## config.mk

```make
export PLATFORM = sky130hd
export DESIGN_NAME = hazard_stall_unit
export DESIGN_NICKNAME = d
export VERILOG_FILES = /design/src/rtl/hazard_stall_unit_pkg.sv /design/src/rtl/hazard_stall_unit_sat_counter.sv /design/src/rtl/hazard_stall_unit.sv
export SDC_FILE = /design/constraint.sdc
export NUM_CORES = 1
export LEC_CHECK = 0
export BUFFER_PORTS_ARGS = -buffer_cell sky130_fd_sc_hd__buf_2
export CAP_MARGIN = 5
export CORE_MARGIN = 8
export CORE_UTILIZATION = 45
export DETAILED_ROUTE_END_ITERATION = 6
export PLACE_DENSITY = 0.69
export SLEW_MARGIN = 20
export SYNTH_ARGS = -nofsm -noshare
export SYNTH_HDL_FRONTEND = slang
export SYNTH_SLANG_ARGS = --single-unit
```

## constraint.sdc

```tcl
create_clock -name clk -period 3.5 [get_ports clk]
set_clock_uncertainty 0.2 [all_clocks]
set_input_delay 0.175 -clock clk [delete_from_list [all_inputs] [get_ports clk]]
set_output_delay 0.175 -clock clk [all_outputs]
set_load 0.02 [all_outputs]
```

## src/rtl/hazard_stall_unit_pkg.sv

```systemverilog
// rtl/hazard_stall_unit_pkg.sv - shared types and constants for the hazard stall unit
package hazard_stall_unit_pkg;

  typedef enum logic {
    S_IDLE  = 1'b0,
    S_STALL = 1'b1
  } stall_state_t;

  localparam logic [4:0] REG_X0 = 5'd0;

  localparam int DEF_LU_ALU_STALL = 1;
  localparam int DEF_LU_BR_STALL  = 2;

  // x0 is hardwired to zero, so a write to it can never create a dependency
  function automatic logic reg_match(logic [4:0] rd, logic [4:0] rs, logic use_rs);
    return use_rs && (rd == rs) && (rd != REG_X0);
  endfunction

endpackage

```

## src/rtl/hazard_stall_unit_sat_counter.sv

```systemverilog
// rtl/hazard_stall_unit_sat_counter.sv - saturating event counter
module sat_counter #(
  parameter int WIDTH = 32
) (
  input  logic             clk,
  input  logic             rst,
  input  logic             inc,
  output logic [WIDTH-1:0] count
);

  always_ff @(posedge clk or posedge rst) begin
    if (rst) begin
      count <= '0;
    end else if (inc && (count != '1)) begin
      count <= count + 1'b1;
    end
  end

endmodule

```

## src/rtl/hazard_stall_unit.sv

```systemverilog
// rtl/hazard_stall_unit.sv - load-use / branch-operand stall and mispredict flush control
module hazard_stall_unit
  import hazard_stall_unit_pkg::*;
#(
  parameter int CNT_W        = 32,
  parameter int LU_ALU_STALL = DEF_LU_ALU_STALL,
  parameter int LU_BR_STALL  = DEF_LU_BR_STALL
) (
  input  logic             clk,
  input  logic             rst,
  input  logic [4:0]       id_rs1,
  input  logic [4:0]       id_rs2,
  input  logic             id_use_rs1,
  input  logic             id_use_rs2,
  input  logic             id_is_branch,
  input  logic [4:0]       idex_rd,
  input  logic             idex_rw,
  input  logic             idex_mr,
  input  logic [4:0]       exmem_rd,
  input  logic             exmem_mr,
  input  logic             mispredict,
  output logic             pc_write,
  output logic             ifid_write,
  output logic             idex_bubble,
  output logic             ifid_flush,
  output logic             stall_active,
  output logic [CNT_W-1:0] stall_cycles,
  output logic [CNT_W-1:0] flush_cycles
);

  localparam int MAX_LEN_RAW = (LU_BR_STALL > LU_ALU_STALL) ? LU_BR_STALL : LU_ALU_STALL;
  localparam int MAX_LEN     = (MAX_LEN_RAW > 1) ? MAX_LEN_RAW : 1;
  localparam int REM_W       = $clog2(MAX_LEN + 1);

  stall_state_t     state, state_n;
  logic [REM_W-1:0] rem, rem_n;
  logic [REM_W-1:0] haz_len;
  logic             hit_ex, hit_mem;
  logic             h1, h2, h3, h4, hazard;

  assign hit_ex  = reg_match(idex_rd, id_rs1, id_use_rs1) | reg_match(idex_rd, id_rs2, id_use_rs2);
  assign hit_mem = reg_match(exmem_rd, id_rs1, id_use_rs1) | reg_match(exmem_rd, id_rs2, id_use_rs2);

  assign h1     = idex_mr && hit_ex && !id_is_branch;
  assign h2     = idex_mr && hit_ex && id_is_branch;
  assign h3     = idex_rw && !idex_mr && hit_ex && id_is_branch;
  assign h4     = exmem_mr && hit_mem && id_is_branch;
  assign hazard = h1 | h2 | h3 | h4;

  // Longest stall among all hitting classes
  always_comb begin
    haz_len = (h3 || h4) ? REM_W'(1) : '0;
    if (h1 && (REM_W'(LU_ALU_STALL) > haz_len)) haz_len = REM_W'(LU_ALU_STALL);
    if (h2 && (REM_W'(LU_BR_STALL) > haz_len))  haz_len = REM_W'(LU_BR_STALL);
  end

  always_ff @(posedge clk or posedge rst) begin
    if (rst) begin
      state <= S_IDLE;
      rem   <= '0;
    end else begin
      state <= state_n;
      rem   <= rem_n;
    end
  end

  // The detection cycle is the first stall cycle, so STALL covers length-1 more
  always_comb begin
    state_n = state;
    rem_n   = rem;
    case (state)
      S_IDLE: begin
        if (hazard && (haz_len > REM_W'(1))) begin
          state_n = S_STALL;
          rem_n   = haz_len - REM_W'(1);
        end
      end
      S_STALL: begin
        if (rem <= REM_W'(1)) begin
          state_n = S_IDLE;
          rem_n   = '0;
        end else begin
          rem_n = rem - REM_W'(1);
        end
      end
      default: begin
        state_n = S_IDLE;
        rem_n   = '0;
      end
    endcase
  end

  // Outputs forced to their idle values while reset is held
  always_comb begin
    stall_active = !rst && ((state == S_STALL) || ((state == S_IDLE) && hazard));
    pc_write     = !stall_active;
    ifid_write   = !stall_active;
    idex_bubble  = stall_active;
    ifid_flush   = !rst && mispredict && !stall_active;
  end

  sat_counter #(.WIDTH(CNT_W)) u_stall_cnt (
    .clk   (clk),
    .rst   (rst),
    .inc   (stall_active),
    .count (stall_cycles)
  );

  sat_counter #(.WIDTH(CNT_W)) u_flush_cnt (
    .clk   (clk),
    .rst   (rst),
    .inc   (ifid_flush),
    .count (flush_cycles)
  );

endmodule

```

==> results.md <==
- Top Metal Used: met4
- Maximum vdd drop: 0.1934 mV
- Combinational share of power: 0.205
- Pwr/cell area: approximately 470 nW/um2
- Outcome: completed
- Max frequency: between 300 and 400 MHz
- Yosys Warn Count: 0
- Top-area cell type share of the netlist area: 0.4589
- H-Tree Depth: 3
- FFs w/ async S/R, synth: 1.000
- CTS max path bufs: 2
- Met2 wire len: around 4200 um
- Register share of total power: 0.445
- Final setup fails: 0
- Maximum number of pins on one net before global-route repair: 69
- CP required: roughly 3.1 ns
- Synth Cell Area: between 3000 and 4000 um2
- Worst slew pin tran: 0.8676 ns
- Clk slew on worst S/H paths: approximately 0.080 ns
- Die width: between 100 and 150 um
- Clock share of power: 0.350
- Hpwl dp: approximately 6700 um
- Critical-path maximum fanout: between 60 and 70
- CTS buffer count: 9
- Sw power: ~660 uW
- Worst setup margin: about 0.65 ns
- EDFF count, synth: 0
- Distinct cells, synth: 44
- CTS root buffer: clkbuf_8
- Vias in the first global route: about 3200
- Worst Hold Class: primary input to register
- Final hold violation count: 0
- Lkg Pwr: ~2.3 nW
- Residual DRC count: 0
- Mapped Nets: 380
- # IOs: 98
- Area Overhead vs Synth: 21.61%
- WP data arrival: roughly 2.5 ns
- Port Buf Inserts: 97
- Wl on met1: approximately 3900 um
- Core Util, Final: 0.5518
- Most frequent cell after synthesis: dfrtp_1
- Final Cycle Share: 0.8142
- Initial core utilization: 0.4538
- Tot GR Track Use: 0.1608
- Hold buffers post-CTS: 1
- Main synth FF type: dfrtp_1
- Die area: ~11000 um2
- # diodes: 0
- First-pass GRT wire length: between 10000 and 15000 um
- Initial antenna violation count: 0
- CTS tree: built
- Worst-skew pair later-pin latency: between 0.3 and 0.4 ns
- Worst relative slew slack: 0.4216
- Global route total overflow: 0
- Post-layout min period: 2.850 ns
- Vias/cell: ~5.4
- Type of the worst setup path: primary input to output port
- #FFs+latches synth: 67
- Sequential fraction of the synthesis area: 0.4589
- Endpoint class of the critical path: output port
- Vias after detailed routing: around 3000
- Post-Syn Instances: 349
- Top post-synthesis cells by count: 67 x dfrtp_1, 55 x xor2_1, 28 x nand2_1
- Setup TNS: 0 ns
- Clk sinks: 67
- Layout cells sized above 1: 0.3062
- Core ar.: 8051 um2
- Post-Syn Area per Cell: approximately 10 um2
- Max-slew violations: 0
- Routed WL: approximately 9000 um
- Row count: 33
- RSZ-0062 raised after global routing: no
- Die H: between 100 and 150 um
- Initial DRC Count: roughly 150
- Post-synth top area cell: dfrtp_1
- CP Launch Type: primary input
- Final #Nets: between 400 and 500
- Max cap viols: 0
- Initial DRT Pass Iterations: 6
- Post-DRT Antenna Nets: 0
- Int Pwr: 1.420 mW
- Postcts setup bufs: 0
- Pre-CTS setup slack: ~0.79 ns
- # resized after CTS: 0
- Routability congestion estimate: around 0.9
- DR WL/cell: between 15 and 20 um
- Pwr Total: ~2.1 mW
- Switching share of total power: 0.3157
- Routed length on met3: between 700 and 800 um
- Ranking of synthesized cells by area: dfrtp_1 46%, xor2_1 13%, xnor2_1 6.5%, nand3_1 3.7%, nand4_1 3.3%
worst paths after layout:
path,start,depth (start not counted),end,slack (ns)
setup / recovery,rst,8,stall_active,0.65
hold / removal,idex_mr,4,state$_DFF_PP0_,0.05
setup reg to reg,u_stall_cnt.count[2]$_DFFE_PP0P_,7,u_stall_cnt.count[1]$_DFFE_PP0P_,0.75
hold reg to reg,u_stall_cnt.count[22]$_DFFE_PP0P_,1,u_stall_cnt.count[22]$_DFFE_PP0P_,0.29
max in group asynchronous,rst,4,u_flush_cnt.count[28]$_DFFE_PP0P_,2.05
min in group asynchronous,rst,4,u_flush_cnt.count[20]$_DFFE_PP0P_,0.50
sequential cells by signal (all words and copies together) (netlist names):
signal	count
rem	2
state	1
u_flush_cnt.count	32
u_stall_cnt.count	32
layer usage:
layer  track usage  vias to the layer above
li1              -                     1433
met3       0.05566                       10
met5             0                        -
met2        0.2650                      106
met4       0.04523                        0
met1        0.1951                     1454
worst max-delay path: stages:
cell and delay, ns:
dlygate4sd3_1 0.53, buf_2 0.13, inv_2 0.05, buf_4 0.68
o31ai_4 0.38, buf_4 0.28, inv_1 0.06, buf_2 0.15
cells by family after synthesis:
group	after synthesis	share of synthesized area
AOI/OAI and AO/OA	13	0.03082
and+or+nand+nor	165	0.2709
adders and majority gates	2	0.006848
muxes	1	0.004108
buffers and inverters	19	0.03185
xor gates and xnor gates	82	0.1966
DFF	67	0.4589
placed cells by master (no fill, tap or decap), types with 2 or more instances in the layout:
cell type,netlist,layout
bufinv_16,0,2
nor4_2,8,8
nor3_1,22,22
and2_1,5,5
nand2_1,28,28
a21oi_1,2,2
and3_1,14,14
nor2_2,2,2
nor4b_1,2,2
buf_4,5,4
xor2_1,55,55
nand4_1,19,19
nor2_1,12,12
and4_1,4,4
clkinvlp_4,0,2
clkbuf_8,0,10
nand4b_1,2,2
ha_1,2,2
buf_2,3,97
or4_1,4,4
nand3_1,27,27
xnor2_1,27,27
o21a_1,2,2
nor4_1,7,7
inv_1,6,5
dfrtp_1,67,67
per-stage QoR:
stage	area [um2]	hold WS [ns]	std cells
after floorplan	3654	0.2379	349
after global placement	4207	0.2671	542
after detailed placement	4207	0.2774	542
after CTS	4443	0.03867	559
after global routing	4443	0.06499	559
final	4443	0.05008	559
final cells by class:
type	instances	area, um2
Fill cell	748	3608
Multi-Input combinational cell	263	1861
Sequential cell	67	1677
Timing Repair Buffer	102	525.5
Clock buffer	10	137.6
Tap cell	105	131.4
Clock inverter	6	88.84
Inverter	6	22.52
power by group through the flow:
stage               logic, mW  clock network (mW)  registers, mW
floorplan               0.235                   0          0.995
global placement        0.422                   0          0.936
detailed placement      0.432                   0          0.939
CTS                     0.433               0.742          0.925
global route            0.467               0.773          0.939
finish                  0.426               0.726          0.924
Note: power is estimated with default switching activity, not from simulation.
